==> config.mk <==
export PLATFORM = sky130hd
export DESIGN_NAME = seg7_capture
export DESIGN_NICKNAME = d
export VERILOG_FILES = /design/src/rtl/seg7_pkg.sv /design/src/rtl/seg7_decode.sv /design/src/rtl/seg7_capture.sv
export SDC_FILE = /design/constraint.sdc
export NUM_CORES = 1
export LEC_CHECK = 0
export CORE_UTILIZATION = 50
export CTS_BUF_LIST = sky130_fd_sc_hd__clkbuf_2 sky130_fd_sc_hd__clkbuf_4 sky130_fd_sc_hd__clkbuf_8
export DETAILED_ROUTE_END_ITERATION = 7
export PLACE_DENSITY = 0.79
export SLEW_MARGIN = 30
export SYNTH_ARGS = -nofsm -noshare
export SYNTH_HDL_FRONTEND = slang
export SYNTH_SLANG_ARGS = --single-unit
==> constraint.sdc <==
create_clock -name clk -period 5.95 [get_ports clk]
set_clock_uncertainty 0.2 [all_clocks]
set_input_delay 0.8925 -clock clk [delete_from_list [all_inputs] [get_ports clk]]
set_output_delay 0.8925 -clock clk [all_outputs]
set_load 0.01 [all_outputs]
==> src/rtl/seg7_pkg.sv <==
// ----------------------------------------------------------------------------
// seg7_pkg
// Shared seven-segment definitions. The pattern constants are used by the
// display driver (encode) and by seg7_capture (decode), so both directions
// always agree on the glyph set.
//   seg_t    : segment pattern {a,b,c,d,e,f,g}, active-high
//   nibble_t : hex digit value
// ----------------------------------------------------------------------------
package seg7_pkg;

    typedef logic [6:0] seg_t;
    typedef logic [3:0] nibble_t;

    localparam seg_t SEG_0     = 7'b1111110;
    localparam seg_t SEG_1     = 7'b0110000;
    localparam seg_t SEG_2     = 7'b1101101;
    localparam seg_t SEG_3     = 7'b1111001;
    localparam seg_t SEG_4     = 7'b0110011;
    localparam seg_t SEG_5     = 7'b1011011;
    localparam seg_t SEG_6     = 7'b1011111;
    localparam seg_t SEG_7     = 7'b1110000;
    localparam seg_t SEG_8     = 7'b1111111;
    localparam seg_t SEG_9     = 7'b1111011;
    localparam seg_t SEG_A     = 7'b1110111;
    localparam seg_t SEG_B     = 7'b0011111;
    localparam seg_t SEG_C     = 7'b1001110;
    localparam seg_t SEG_D     = 7'b0111101;
    localparam seg_t SEG_E     = 7'b1001111;
    localparam seg_t SEG_F     = 7'b1000111;
    localparam seg_t SEG_BLANK = 7'b0000000;

    // Encode helper for the driver side.
    function automatic seg_t seg_encode(input nibble_t n);
        seg_t s;
        case (n)
            4'h0: s = SEG_0;
            4'h1: s = SEG_1;
            4'h2: s = SEG_2;
            4'h3: s = SEG_3;
            4'h4: s = SEG_4;
            4'h5: s = SEG_5;
            4'h6: s = SEG_6;
            4'h7: s = SEG_7;
            4'h8: s = SEG_8;
            4'h9: s = SEG_9;
            4'hA: s = SEG_A;
            4'hB: s = SEG_B;
            4'hC: s = SEG_C;
            4'hD: s = SEG_D;
            4'hE: s = SEG_E;
            default: s = SEG_F;
        endcase
        return s;
    endfunction

endpackage

==> src/rtl/seg7_decode.sv <==
// ----------------------------------------------------------------------------
// seg7_decode
// Combinational pattern-to-nibble decoder.
//   seg_i    : segment pattern {a,b,c,d,e,f,g}
//   legal_o  : pattern is one of the 16 hex glyphs
//   blank_o  : pattern is all segments off
//   nibble_o : decoded value (0 unless legal_o)
// ----------------------------------------------------------------------------
module seg7_decode
    import seg7_pkg::*;
(
    input  logic [6:0] seg_i,
    output logic       legal_o,
    output logic       blank_o,
    output logic [3:0] nibble_o
);

    always_comb begin
        legal_o  = 1'b1;
        blank_o  = 1'b0;
        nibble_o = 4'h0;
        case (seg_i)
            SEG_0: nibble_o = 4'h0;
            SEG_1: nibble_o = 4'h1;
            SEG_2: nibble_o = 4'h2;
            SEG_3: nibble_o = 4'h3;
            SEG_4: nibble_o = 4'h4;
            SEG_5: nibble_o = 4'h5;
            SEG_6: nibble_o = 4'h6;
            SEG_7: nibble_o = 4'h7;
            SEG_8: nibble_o = 4'h8;
            SEG_9: nibble_o = 4'h9;
            SEG_A: nibble_o = 4'hA;
            SEG_B: nibble_o = 4'hB;
            SEG_C: nibble_o = 4'hC;
            SEG_D: nibble_o = 4'hD;
            SEG_E: nibble_o = 4'hE;
            SEG_F: nibble_o = 4'hF;
            SEG_BLANK: begin
                legal_o = 1'b0;
                blank_o = 1'b1;
            end
            default: legal_o = 1'b0;
        endcase
    end

endmodule

==> src/rtl/seg7_capture.sv <==
// ----------------------------------------------------------------------------
// seg7_capture
// Watches a multiplexed seven-segment bus and recovers the nibble shown on
// each digit. A {pattern, select} pair must be seen unchanged on
// STABLE_CYCLES+1 consecutive edges before it is accepted, which filters
// multiplexing ghosts and switching glitches.
//   clk, rst_n    : clock, asynchronous active-low reset
//   seg_in        : segment pattern {a,b,c,d,e,f,g}, active-high
//   dig_sel       : one-hot digit select, active-high
//   clear         : synchronous clear of all captured state
//   digits_out    : captured nibbles, digit i at [4i+3:4i]
//   digit_valid   : digit i holds a decoded value
//   upd_*         : single-entry valid/ready stream of digit changes
//   err_invalid   : sticky, an illegal non-blank pattern was accepted
//   err_overflow  : sticky, an update event was dropped
// ----------------------------------------------------------------------------
module seg7_capture
    import seg7_pkg::*;
#(
    parameter int NUM_DIGITS    = 4,
    parameter int STABLE_CYCLES = 3
) (
    input  logic                    clk,
    input  logic                    rst_n,
    input  logic [6:0]              seg_in,
    input  logic [NUM_DIGITS-1:0]   dig_sel,
    input  logic                    clear,
    output logic [4*NUM_DIGITS-1:0] digits_out,
    output logic [NUM_DIGITS-1:0]   digit_valid,
    output logic                    upd_valid,
    input  logic                    upd_ready,
    output logic [2:0]              upd_idx,
    output logic [3:0]              upd_value,
    output logic                    err_invalid,
    output logic                    err_overflow
);

    localparam int CNT_W = 4;

    // Input sample registers
    logic [6:0]            seg_q;
    logic [NUM_DIGITS-1:0] sel_q;

    // Stability tracking
    logic [CNT_W-1:0] cnt_q, cnt_d;
    logic             fired_q, fired_d;

    // Register file
    logic [NUM_DIGITS-1:0][3:0] dig_q, dig_d;
    logic [NUM_DIGITS-1:0]      vld_q, vld_d;

    // Update register and sticky errors
    logic       upd_valid_q, upd_valid_d;
    logic [2:0] upd_idx_q, upd_idx_d;
    logic [3:0] upd_val_q, upd_val_d;
    logic       err_inv_q, err_inv_d;
    logic       err_ovf_q, err_ovf_d;

    logic       match, accept, new_ev;
    logic       dec_legal, dec_blank;
    logic [3:0] dec_nib;
    logic [2:0] cur_idx;
    logic [3:0] cur_nib;
    logic       cur_vld;

    seg7_decode u_dec (
        .seg_i   (seg_q),
        .legal_o (dec_legal),
        .blank_o (dec_blank),
        .nibble_o(dec_nib)
    );

    // The live input equalling the registered sample means the bus held
    // still across this edge; zero or multi-hot selects never count.
    assign match  = (seg_in == seg_q) && (dig_sel == sel_q) && $onehot(dig_sel);

    // fired_q blocks a second accept within the same run, e.g. after a
    // clear restarts the counter while the bus keeps the same value.
    assign accept = match && !clear && !fired_q &&
                    (cnt_q == CNT_W'(STABLE_CYCLES - 1));

    // Index and current contents of the selected digit.
    always_comb begin
        cur_idx = 3'd0;
        cur_nib = 4'h0;
        cur_vld = 1'b0;
        for (int i = 0; i < NUM_DIGITS; i++) begin
            if (sel_q[i]) begin
                cur_idx = 3'(i);
                cur_nib = dig_q[i];
                cur_vld = vld_q[i];
            end
        end
    end

    // Only genuine changes are reported; re-showing the same value is silent.
    assign new_ev = accept && dec_legal && (!cur_vld || (cur_nib != dec_nib));

    // Stability counter and run arming.
    always_comb begin
        cnt_d   = cnt_q;
        fired_d = fired_q;
        if (!match) begin
            cnt_d   = '0;
            fired_d = 1'b0;
        end else begin
            if (cnt_q != CNT_W'(STABLE_CYCLES))
                cnt_d = cnt_q + 1'b1;
            if (accept)
                fired_d = 1'b1;
        end
        if (clear)
            cnt_d = '0;
    end

    // Register file, update register, error flags.
    always_comb begin
        dig_d       = dig_q;
        vld_d       = vld_q;
        err_inv_d   = err_inv_q;
        err_ovf_d   = err_ovf_q;
        upd_valid_d = upd_valid_q;
        upd_idx_d   = upd_idx_q;
        upd_val_d   = upd_val_q;
        if (clear) begin
            dig_d       = '0;
            vld_d       = '0;
            err_inv_d   = 1'b0;
            err_ovf_d   = 1'b0;
            upd_valid_d = 1'b0;
            upd_idx_d   = '0;
            upd_val_d   = '0;
        end else begin
            if (accept) begin
                if (!dec_legal && !dec_blank)
                    err_inv_d = 1'b1;
                for (int i = 0; i < NUM_DIGITS; i++) begin
                    if (sel_q[i]) begin
                        if (dec_legal) begin
                            dig_d[i] = dec_nib;
                            vld_d[i] = 1'b1;
                        end else if (dec_blank) begin
                            // Blank keeps the stored nibble for diagnostics.
                            vld_d[i] = 1'b0;
                        end
                    end
                end
            end

            if (upd_valid_q && upd_ready)
                upd_valid_d = 1'b0;

            if (new_ev) begin
                // Loads on an empty slot or on a simultaneous pop.
                if (!upd_valid_q || upd_ready) begin
                    upd_valid_d = 1'b1;
                    upd_idx_d   = cur_idx;
                    upd_val_d   = dec_nib;
                end else begin
                    err_ovf_d = 1'b1;
                end
            end
        end
    end

    always_ff @(posedge clk or negedge rst_n) begin
        if (!rst_n) begin
            seg_q       <= '0;
            sel_q       <= '0;
            cnt_q       <= '0;
            fired_q     <= 1'b0;
            dig_q       <= '0;
            vld_q       <= '0;
            upd_valid_q <= 1'b0;
            upd_idx_q   <= '0;
            upd_val_q   <= '0;
            err_inv_q   <= 1'b0;
            err_ovf_q   <= 1'b0;
        end else begin
            seg_q       <= seg_in;
            sel_q       <= dig_sel;
            cnt_q       <= cnt_d;
            fired_q     <= fired_d;
            dig_q       <= dig_d;
            vld_q       <= vld_d;
            upd_valid_q <= upd_valid_d;
            upd_idx_q   <= upd_idx_d;
            upd_val_q   <= upd_val_d;
            err_inv_q   <= err_inv_d;
            err_ovf_q   <= err_ovf_d;
        end
    end

    assign digits_out   = dig_q;
    assign digit_valid  = vld_q;
    assign upd_valid    = upd_valid_q;
    assign upd_idx      = upd_idx_q;
    assign upd_value    = upd_val_q;
    assign err_invalid  = err_inv_q;
    assign err_overflow = err_ovf_q;

endmodule

======== After elaboration in Yosys (flattened, before gate mapping) ========
Cells that the tools add are included.
storage, ports and cells
  word-level logic and storage cells ...... 136
  bits in registers ....................... 46
  output and inout bits ................... 30
  input port bits ......................... 15
operators by class
  reductions and logical operators ........ 40
  equality and inequality tests ........... 25
  multiplexer cells ....................... 50
  $add $sub $neg .......................... 4
operator list
  operator                                                          count
  7-bit == test (second input constant)                             12
  4-bit two-way mux                                                 17
  4-bit case mux with 15 select lines                               1
  16-bit two-way mux                                                2
  1-bit two-way mux                                                 25
  3-bit AND reduction                                               8
  7-bit by 6-bit == test with 1-bit output (second input constant)  3
  2-bit nonzero test                                                9
  16-bit OR reduction                                               1
  3-bit two-way mux                                                 5
  1-bit logical AND                                                 9
  7-bit by 5-bit == test with 1-bit output (second input constant)  1
  7-bit == test                                                     1
  7-bit zero test                                                   1
  1-bit zero test                                                   6
  2-bit AND reduction                                               3
  1-bit by 1-bit adder with 2-bit output                            2
  4-bit by 1-bit adder with 4-bit output (second input constant)    1
  4-bit by 2-bit == test with 1-bit output (second input constant)  1
  4-bit == test                                                     1
  4-bit by 2-bit != test with 1-bit output (second input constant)  1
  4-bit != test                                                     1
  2-bit by 2-bit adder with 3-bit output                            1
  3-bit by 1-bit == test with 1-bit output (second input constant)  1
  5 further kinds                                                   6

======== Depth between registers and ports, before layout ========
Gate-level depths: netlist of run 1.
  word-level depth ........................ 11
  mapped depth ............................ 12
  depth with buffers taken out ............ 12

======== Hierarchy ========
From an unflattened synthesis of run 1, not the netlist that was laid out.
second synthesis, totals
  cells, all modules ...................... 294
  area, all modules ....................... 2665.1 um2
modules (own cells, without submodules)
  module        cells each  instances  seq. area each (um2)  area each (um2)
  seg7_capture  233         1          1126.1                2311.0
  seg7_decode   61          1          0.0                   354.1

======== Worst setup path after synthesis of run 1 ========
No wires, ideal clock.
  kind .................................... in2reg
  start point ............................. input port dig_sel[0]
  end point ............................... register dig_q, in the netlist digits_out[0]
  buffers on the path ..................... 0
  cell stages on the path ................. 12
  library setup time ...................... 128 ps
  arrival ................................. 3933 ps
  required time ........................... 5622 ps
  path slack .............................. 1690 ps
  cells stage by stage .................... inv_1 > fa_1 > inv_1 > ha_1 > ha_1 > or3b_4 > nor4_4 > nand4b_2 > or2_4 > nor3_4 > a21oi_4 > mux2_1
on the way
  cells in the longest elaborated chain, start to end .. 9
  elaborated cells between the ends (all ways) .. 11
  those cells by class .................... add/sub (2); eq/ne (2); reduce/logical (7)
ends and longest elaborated chain
  what                                                          line                 RTL
  from (decl)                                                   seg7_capture.sv:26   input logic [NUM_DIGITS-1:0] dig_sel,
  1-bit by 1-bit adder with 2-bit output (implied by the code)  seg7_capture.sv:75   assign match = (seg_in == seg_q) && (dig_sel == sel_q) && $onehot(dig_sel);
  2-bit by 2-bit adder with 3-bit output (implied by the code)  seg7_capture.sv:75
  3-bit by 1-bit == test with 1-bit output                      seg7_capture.sv:75
  1-bit logical AND *                                           seg7_capture.sv:75
  1-bit logical AND * (3 in series)                             seg7_capture.sv:79   assign accept = match && !clear && !fired_q &&
  2-bit nonzero test (no source line) *                         n/a
  3-bit AND reduction (no source line) *                        n/a
  to (signal assigned)                                          seg7_capture.sv:184  dig_q <= dig_d;
  to (decl)                                                     seg7_capture.sv:49   logic [NUM_DIGITS-1:0][3:0] dig_q, dig_d;
Mark *: on every way between the ends. The rest lies on a longest branch, timed or not.
A chain may end at the register's enable or synchronous reset.

======== Final worst setup path of run 1 ========
  start point ............................. input port dig_sel[3]
  end point ............................... register dig_q, in the netlist digits_out[7]
The elaborated chain is that of the path after synthesis.

==> run metrics, run 1 <==
CTS root buffer clkbuf_8; diode count 0; Fin Setup TNS 0 ns; predominant post-synthesis flop cell dfrtp_1; cell family with the largest share of critical-path delay simple AND/OR/NAND/NOR gates; most common cell after layout, fill and taps aside dfrtp_1; global route total overflow 0; TritonCTS clock tree done; Mean Syn Cell Area around 11 sq um; Total GRT Usage ~22%; Reg clk slew, reported paths 0.09 ns; num ports 45; P&R area growth vs syn 19.1%; Worst Tran Pin Value between 0.5 and 0.6 ns; initial antenna violation count 0; Max Cap Viol 0; IO buf count 43; NumNets Final between 300 and 400; CTS sink cnt 45; crit-path max cell delay 0.60 ns; post-synthesis cell area 0.00286 sq mm; register area share after synthesis 39.4%; die footprint about 0.006 sq mm; crit-path max FO 8; Pre-Repair DR Iteration Count 6; Synth Instances approximately 270; share of cells above drive strength 1 10.9%; FF+latch count, synth 45; # fillers between 400 and 500; Slew Limit Fails 0; failing checks design-rule violations; WS Path Type in -> reg; Leakage about 1.4 nW; CTS resizes 0; Die Y 77.6 um; CP bufs+invs 3; largest net degree at the start of global routing 46; chip width between 70 and 80 um; highest metal used met4; routed via count 2185; ys async rst share 100%; outcome finished, violations left; Final period util between 80 and 90%; VDD IR-drop max between 0.1 and 0.15 mV; DRC 2; most frequent cells in the layout 45 x dfrtp_1, 42 x clkdlybuf4s50_1, 19 x mux2_1; Syn Nets approximately 290; Finished Cell Area roughly 0.0034 sq mm; slowest CP cell clkdlybuf4s50_1; DR WL/cell 16.3 um; hold-fix buffers at CTS 0; relative slew slack 60.1%; worst-skew pair later-pin latency 0.30 ns; Total Wirelength about 6.1 mm; distinct cell type count after synthesis between 60 and 70; met1 wire length 2.90 mm; dpl cells 366; total length of routed met3 wires 211 um; RSZ-0062 raised after global routing no; CP Cell Sequence clkdlybuf4s50_1 -> inv_1 -> fa_1 -> inv_1 -> ha_1 -> ha_1 -> or3b_4 -> nor4_4 -> nand4b_2 -> or2_4 -> nor3_4 -> a21oi_4 -> mux2_1; Placed Area roughly 0.0033 sq mm; vias per cell between 5 and 6; Detailed Place HPWL 4.40 mm; met2 wire length between 2 and 3 mm; setup repair bufs after CTS 0; CP Launch Type input pin; Row Count 27; CTS max path bufs 2; Max Clk Rate between 200 and 250 MHz; DRT antenna net count 0; final setup vio count 0; Layout Cells excl Fill ~370; H-tree Lvls 2; Hold Fails Final Rpt 0; Starting Density 51.9%; Power Dens Cells around 200 mW/mm^2; Worst Hold Class reg -> reg; Final min period between 4 and 5 ns; vias in the first global route between 2000 and 2500; RD Place Congestion between 0.8 and 0.9; Arr. time, crit path approximately 4.8 ns; first-pass GRT wire length 10.3 mm; core area about 0.0055 sq mm; yosys warns 0; cts bufs inserted 5; CP required approximately 5.9 ns; number of synthesized flops with an enable pin 0; DRT iter0 DRCs 127; Util after Layout roughly three fifths; CP Capture Type flip-flop
==> power by group <==
| group | internal [mW] | switching [mW] |
|---|---|---|
| clock | 0.169 | 0.109 |
| sequential | 0.312 | 0.0189 |
| combinational | 0.0419 | 0.0471 |
==> cell usage after synthesis (all sizes together), types with 2 or more instances <==
master   count  area (sq um)
a211o        2          17.5
a211oi       4          35.0
a21oi       15           120
a221o        3          30.0
a22oi        4          30.0
a31oi        4          31.3
buf         14           109
clkbuf       2          7.51
dfrtp       45          1130
ha           4          50.1
inv         13          48.8
mux2        19           214
mux2i        2          20.0
nand2        9          33.8
nand2b      11          76.3
nand3        7          35.0
nand3b       3          22.5
nand4        4          25.0
nand4b       4          41.3
nand4bb      3          33.8
nor2        13          51.3
nor2b        6          37.5
nor3         8          51.3
nor4        11           105
nor4bb       3          30.0
o2111a       2          22.5
o21a         3          22.5
o21ai        6          30.0
o22ai        4          25.0
or2          3          21.3
or3b         3          28.8
xnor2        2          17.5
xor2        13           148
==> through the flow <==
step	setup slack (ns)	hold WS, ns	total power, mW
after floorplan	1.69	0.316	0.393
after global placement	0.940	0.276	0.424
after detailed placement	0.834	0.285	0.426
after CTS	1.14	0.310	0.705
after global routing	0.906	0.357	0.727
final	1.16	0.303	0.698
==> worst reg2reg max path: stages (launching register included) <==
cell      delay, ns
dfrtp_1        0.68
xor2_1         0.18
nor4_2         0.47
nand4b_2       0.25
or2_4          0.30
nor3_4         0.47
a21oi_4        0.16
mux2_1         0.34
==> final cells by class <==
cell class / count / area (sq um) / share of cell area [%]
repair buffers: 44 / 435 / 12.8
flip-flops and latches: 45 / 1130 / 33.1
multi-input cells: 192 / 1570 / 46.0
well taps: 72 / 90.1 / 2.65
clock buffers: 5 / 68.8 / 2.02
clock inverters: 3 / 68.8 / 2.02
inverters: 13 / 48.8 / 1.43
==> layer usage <==
metal / up-vias / global-route usage, %
li1: 1047 / -
met5: - / 0
met2: 53 / 34.9
met4: 0 / 6.23
met1: 1081 / 31.1
met3: 4 / 2.94
==> path summary, 6_finish.rpt <==
check / from / end / slack [ns] / cells after the start
min: err_overflow / err_overflow / 0.30 / 2
min in group asynchronous: rst_n / digit_valid[0] / 0.37 / 1
max in group asynchronous: rst_n / upd_value[0] / 4.79 / 1
max: dig_sel[3] / digits_out[7] / 1.16 / 13
max reg2reg: seg_q[4] / digits_out[7] / 2.79 / 7
min reg2reg: err_overflow / err_overflow / 0.30 / 2
==> cell families after synthesis <==
logic type,Yosys count,share of synthesized area (%)
DFF,45,39.4
other,1,0.131
and+or+nand+nor,95,22.7
AOI/OAI and AO/OA,55,15.5
xor gates and xnor gates,15,5.78
buffers and inverters,29,5.78
adders and majority gates,5,2.45
muxes,21,8.19
==> flip-flops by register name (all words and copies together), names as in the netlist <==
register,cells
cnt_q,4
digit_valid,4
digits_out,16
err_invalid,1
err_overflow,1
fired_q,1
seg_q,7
sel_q,4
upd_idx,2
upd_valid,1
upd_value,4
Power figures use the tool's default switching activity.
==> inputs of run 2 (changes only) <==
Settings changed: PLACE_DENSITY 0.79 to 0.82.
Clock period 5.95 ns to 4.35 ns, I/O delays scaled along.
==> run metrics, run 2 (synthesis results as in run 1) <==
most frequent cells in the layout 45 x dfrtp_1, 42 x clkdlybuf4s50_1, 19 x mux2_1 (unchanged); r2r setup slk 1.32 ns (was 2.79 ns); worst setup path startpoint dig_sel[0] (was dig_sel[3]); H-tree Lvls 2 (unchanged); DRT iter0 DRCs 143 (was 127); Worst Tran Pin Value 0.628 ns (was 0.596 ns); CP Capture Type flip-flop (unchanged); first-pass GRT wire length 11.2 mm (was 10.3 mm); Critical R2R Launch seg_q[6] (was seg_q[4]); Hold Fails Final Rpt 0 (unchanged); global route total overflow 0 (unchanged); TritonCTS clock tree done (unchanged); Max Clk Rate ~250 MHz; Reg clk slew, reported paths 0.08 ns (was 0.09 ns); RD Place Congestion 0.815 (was 0.845); core area 0.00551 sq mm (unchanged); end of the worst register-to-register path upd_value[0] (was digits_out[7]); chip width 77.6 um (unchanged); CP Depth 15 (was 13); CP required 4.32 ns (was 5.94 ns); VDD IR-drop max 0.182 mV (was 0.147 mV); P&R area growth vs syn 20.4% (was 19.1%); Max Cap Viol 0 (unchanged); die footprint 0.00602 sq mm (unchanged); crit-path max cell delay 0.53 ns (was 0.60 ns); Worst Hold Class in -> async (was reg -> reg); Pre-Repair DR Iteration Count 4 (was 6); CTS sink cnt 45 (unchanged); Total Wirelength 6.42 mm (was 6.08 mm); Row Count 27 (unchanged); Final min period just over 4 ns; NumNets Final 329 (was 321); Power Dens Cells 245 mW/mm^2 (was 205 mW/mm^2); DRT antenna net count 0 (unchanged); worst-skew pair later-pin latency 0.29 ns (was 0.30 ns); Starting Density 51.9% (unchanged); Total GRT Usage 23.5% (was 21.9%); setup repair bufs after CTS 0 (unchanged); vias per cell 5.93 (was 5.84); max reg flops 16 (unchanged); CTS max path bufs 2 (unchanged); final setup vio count 0 (unchanged); Detailed Place HPWL 4.71 mm (was 4.40 mm); Slew Limit Fails 0 (unchanged); crit path setup slack, layout 0.280 ns (was 1.16 ns); CP Launch Type input pin (unchanged); WHS 0.142 ns (was 0.303 ns); cell family with the largest share of critical-path delay simple AND/OR/NAND/NOR gates (unchanged); Arr. time, crit path 4.04 ns (was 4.78 ns); CP bufs+invs 5 (was 3); cts bufs inserted 5 (unchanged); outcome complete, no violations (was finished, violations left); DR WL/cell 16.8 um (was 16.3 um); largest net degree at the start of global routing 46 (unchanged); RSZ-0062 raised after global routing no (unchanged); CP Cell Sequence clkdlybuf4s50_1 -> inv_1 -> fa_1 -> inv_1 -> ha_1 -> ha_1 -> or3b_4 -> nor4_4 -> buf_4 -> nand4b_2 -> or2_4 -> nor3_4 -> buf_12 -> a21oi_4 -> mux2_1 (was clkdlybuf4s50_1 -> inv_1 -> fa_1 -> inv_1 -> ha_1 -> ha_1 -> or3b_4 -> nor4_4 -> nand4b_2 -> or2_4 -> nor3_4 -> a21oi_4 -> mux2_1); Critical Path End digits_out[11] (was digits_out[7]); pre-CTS WS -0.157 ns (was 0.834 ns); Final period util between 90% and 100%; crit-path max FO 8 (unchanged); WS Path Type in -> reg (unchanged); IO buf count 43 (unchanged); num ports 45 (unchanged); diode count 0 (unchanged); CTS root buffer clkbuf_8 (unchanged); share of cells above drive strength 1 13.2% (was 10.9%); routed via count 2266 (was 2185); Die Y 77.6 um (unchanged); DRC 0 (was 2); vias in the first global route 2344 (was 2107); Fin Setup TNS 0 ns (unchanged); initial antenna violation count 0 (unchanged); slowest CP cell fa_1 (was clkdlybuf4s50_1); relative slew slack 58.0% (was 60.1%); Leakage 1.45 nW (was 1.42 nW); most common cell after layout, fill and taps aside dfrtp_1 (unchanged); worst r2r path cells 7 (unchanged)
## run 2: cell count changes in the layout (fill, tap and decap cells not counted), sizes merged
cell | previous run | this run
buf | 2 | 10
bufinv | 2 | 0
clkbuf | 5 | 8
inv | 14 | 13
## run 2: worst min path at each step
stage	startpoint	endpoint	slack, ns	cells after the start
final	rst_n	upd_valid	0.14	1
after global routing	rst_n	upd_valid	0.20	1
after CTS	rst_n	err_overflow	0.17	1
after detailed placement	err_overflow	err_overflow	0.27	2
after global placement	err_overflow	err_overflow	0.27	2
after floorplan	rst_n	cnt_q[0]	0.16	0
## run 2: area by class of cell
| cell class | count | area, sq um |
|---|---|---|
| Fill cell | 467 | 2070 |
| Tap cell | 72 | 90.1 |
| Timing Repair Buffer | 52 | 508 |
| Inverter | 13 | 48.8 |
| Multi-Input combinational cell | 192 | 1580 |
| Clock buffer | 8 | 91.3 |
| Sequential cell | 45 | 1130 |
## run 2: repair_timing
action                                  4_1_cts  5_1_grt
endpoints found under the setup margin        0       11
hold buffers                                  0        0
resized for setup                             0        1
## run 2: where the power goes
group,internal [mW],switching (mW),leakage (nW)
Clock,0.133,0.131,0.0498
Combinational,0.0596,0.0675,0.797
Sequential,0.427,0.0256,0.602
Total,0.620,0.224,1.45
## run 2: per-layer routing
layer | share of wire (%) | vias up | GRT usage (%)
li1 | - | 1064 | -
met1 | 45 | 1138 | 30.2
met2 | 50 | 57 | 40.0
met3 | 4.0 | 7 | 4.47
met4 | 1.2 | 0 | 7.17
met5 | 0 | - | 0
## run 2: through the flow
| stage | utilization, % | power [mW] | std cells | cell area [sq um] |
|---|---|---|---|---|
| final | 62.5 | 0.844 | 382 | 3440 |
| after global routing | 62.5 | 0.883 | 382 | 3440 |
| after CTS | 62.3 | 0.850 | 382 | 3430 |
| after detailed placement | 60.6 | 0.587 | 374 | 3340 |
| after global placement | 60.6 | 0.582 | 374 | 3340 |
| after floorplan | - | 0.538 | 266 | 2860 |
==> inputs of run 3 (changes only) <==
Settings changed: PLACE_DENSITY 0.82 to 0.83.
Clock period 4.35 ns to 5.2 ns, I/O delays scaled along.
==> run metrics, run 3 (synthesis results as in run 1) <==
RSZ-0062 raised after global routing no (unchanged); Starting Density 51.9% (unchanged); H-tree Lvls 2 (unchanged); setup repair bufs after CTS 0 (unchanged); most common cell after layout, fill and taps aside dfrtp_1 (unchanged); met1 usage 28.8% (was 30.2%); Final period util a little under nine tenths; DRT iter0 DRCs 109 (was 143); initial antenna violation count 0 (unchanged); DRC 2 (was 0); IO buf count 43 (unchanged); share of cells above drive strength 1 11.2% (was 13.2%); crit-path max FO 8 (unchanged); P&R area growth vs syn 17.6% (was 20.4%); routed via count 2182 (was 2266); chip width 77.6 um (unchanged); Detailed Place HPWL 4.50 mm (was 4.71 mm); Total Wirelength 6.15 mm (was 6.42 mm); slowest CP cell clkdlybuf4s50_1 (was fa_1); CP Cell Sequence clkdlybuf4s50_1 -> inv_1 -> fa_1 -> inv_1 -> ha_1 -> ha_1 -> or3b_4 -> nor4_4 -> nand4b_2 -> or2_4 -> nor3_4 -> buf_4 -> a21oi_4 -> mux2_1 (was clkdlybuf4s50_1 -> inv_1 -> fa_1 -> inv_1 -> ha_1 -> ha_1 -> or3b_4 -> nor4_4 -> buf_4 -> nand4b_2 -> or2_4 -> nor3_4 -> buf_12 -> a21oi_4 -> mux2_1); Die Y 77.6 um (unchanged); global routing usage on met2 37.9% (was 40.0%); Leakage 1.40 nW (was 1.45 nW); failing checks design-rule violations; VDD IR-drop max 0.125 mV (was 0.182 mV); RD Place Congestion 0.831 (was 0.815); CTS root buffer clkbuf_8 (unchanged); CP Launch Type input pin (unchanged); cell family with the largest share of critical-path delay simple AND/OR/NAND/NOR gates (unchanged); Worst Hold Class in -> async (unchanged); # fillers 458 (was 467); Placed Area 0.00327 sq mm (was 0.00334 sq mm); most frequent cells in the layout 45 x dfrtp_1, 42 x clkdlybuf4s50_1, 19 x mux2_1 (unchanged); CP Capture Type flip-flop (unchanged); met3 Use GR 4.47% (unchanged); vias per cell 5.82 (was 5.93); TritonCTS clock tree done (unchanged); DR WL/cell 16.4 um (was 16.8 um); diode count 0 (unchanged); end of the worst register-to-register path upd_value[0] (unchanged); Max Clk Rate 224 MHz; Layout Cells excl Fill 375 (was 382); DRT antenna net count 0 (unchanged); CTS sink cnt 45 (unchanged); dpl cells 367 (was 374); Slew Limit Fails 0 (unchanged); Pre-Repair DR Iteration Count 6 (was 4); relative slew slack 61.2% (was 58.0%); Finished Cell Area 0.00336 sq mm (was 0.00344 sq mm); largest net degree at the start of global routing 46 (unchanged); r2r setup slk 2.15 ns (was 1.32 ns); Hold Fails Final Rpt 0 (unchanged); hold-fix buffers at CTS 0 (unchanged); num ports 45 (unchanged); die footprint 0.00602 sq mm (unchanged); Top Usage Layer GRT met2 (unchanged); worst-skew pair later-pin latency 0.31 ns (was 0.29 ns); Reg clk slew, reported paths 0.08 ns (about the same); Critical R2R Launch seg_q[6] (unchanged); final setup vio count 0 (unchanged); first-pass GRT wire length 10.5 mm (was 11.2 mm); CTS resizes 0 (unchanged); cts bufs inserted 5 (unchanged); core area 0.00551 sq mm (unchanged); Final Power 0.693 mW (was 0.844 mW); FF+latch area 0.00113 sq mm (unchanged); CP bufs+invs 4 (was 5); Total GRT Usage 22.4% (was 23.5%); max reg flops 16 (unchanged); area of the multi-input gates 0.00157 sq mm (was 0.00158 sq mm); Worst Tran Pin Value 0.582 ns (was 0.628 ns); Max Cap Viol 0 (unchanged); crit-path max cell delay 0.60 ns (was 0.53 ns); Row Count 27 (unchanged); vias in the first global route 2155 (was 2344); WS Path Type in -> reg (unchanged); worst r2r path cells 7 (unchanged); Final min period 4.46 ns; CP required 5.19 ns (was 4.32 ns); CTS max path bufs 2 (unchanged); global route total overflow 0 (unchanged); Power Dens Cells 206 mW/mm^2 (was 245 mW/mm^2); outcome finished, violations left (was complete, no violations); Fin Setup TNS 0 ns (unchanged); Arr. time, crit path 4.45 ns (was 4.04 ns); NumNets Final 322 (was 329); Util after Layout 61.0% (was 62.5%)
==> run 3: cell count changes in the layout (fill, tap and decap cells not counted), sizes merged <==
cell      change
clkinvlp      +1
clkinv        +2
clkbuf        -3
buf           -7
==> run 3: power breakdown <==
| group | leakage, nW | total [mW] | internal (mW) | switching (mW) |
|---|---|---|---|---|
| sequential | 0.602 | 0.378 | 0.357 | 0.0213 |
| clock | 0.0439 | 0.213 | 0.0927 | 0.120 |
| combinational | 0.759 | 0.101 | 0.0480 | 0.0534 |
| total | 1.40 | 0.693 | 0.498 | 0.195 |
==> run 3: final cells by class <==
cell class	count	area share (%)
clock buffer	5	2.05
clock inverter	3	0.521
tap	72	2.68
multi-input combinational	192	46.6
sequential	45	33.5
timing repair buffer	45	13.2
inverter	13	1.45
==> run 3: worst max-delay path by stage <==
stage	from	to	slack [ns]	cells after the start
2_1_floorplan	dig_sel[0]	digits_out[0]	1.05	12
3_3_place_gp	dig_sel[3]	digits_out[4]	0.46	14
3_5_place_dp	dig_sel[3]	digits_out[7]	0.38	14
4_1_cts	dig_sel[3]	digits_out[7]	0.72	14
5_1_grt	dig_sel[3]	upd_value[0]	0.54	13
6_report	dig_sel[3]	digits_out[4]	0.74	14
==> run 3: per-stage QoR <==
stage	setup WS (ns)	hold slack (ns)
3_3_place_gp	0.461	0.283
6_report	0.740	0.265
2_1_floorplan	1.05	0.284
5_1_grt	0.544	0.307
3_5_place_dp	0.380	0.291
4_1_cts	0.715	0.286
==> run 3: per-layer routing <==
layer	up-vias	share of wire, %
li1	1051	-
met1	1055	44
met2	68	49
met3	8	5.3
met4	0	1.1
met5	-	0
==> run 3: worst reg2reg max path, stage by stage, from the launching register on <==
cell,delay [ns]
dfrtp_1,0.57
nor4bb_1,0.24
o2111a_1,0.30
nor4_1,0.50
xor2_1,0.15
a211oi_2,0.35
a31oi_2,0.24
mux2_1,0.38
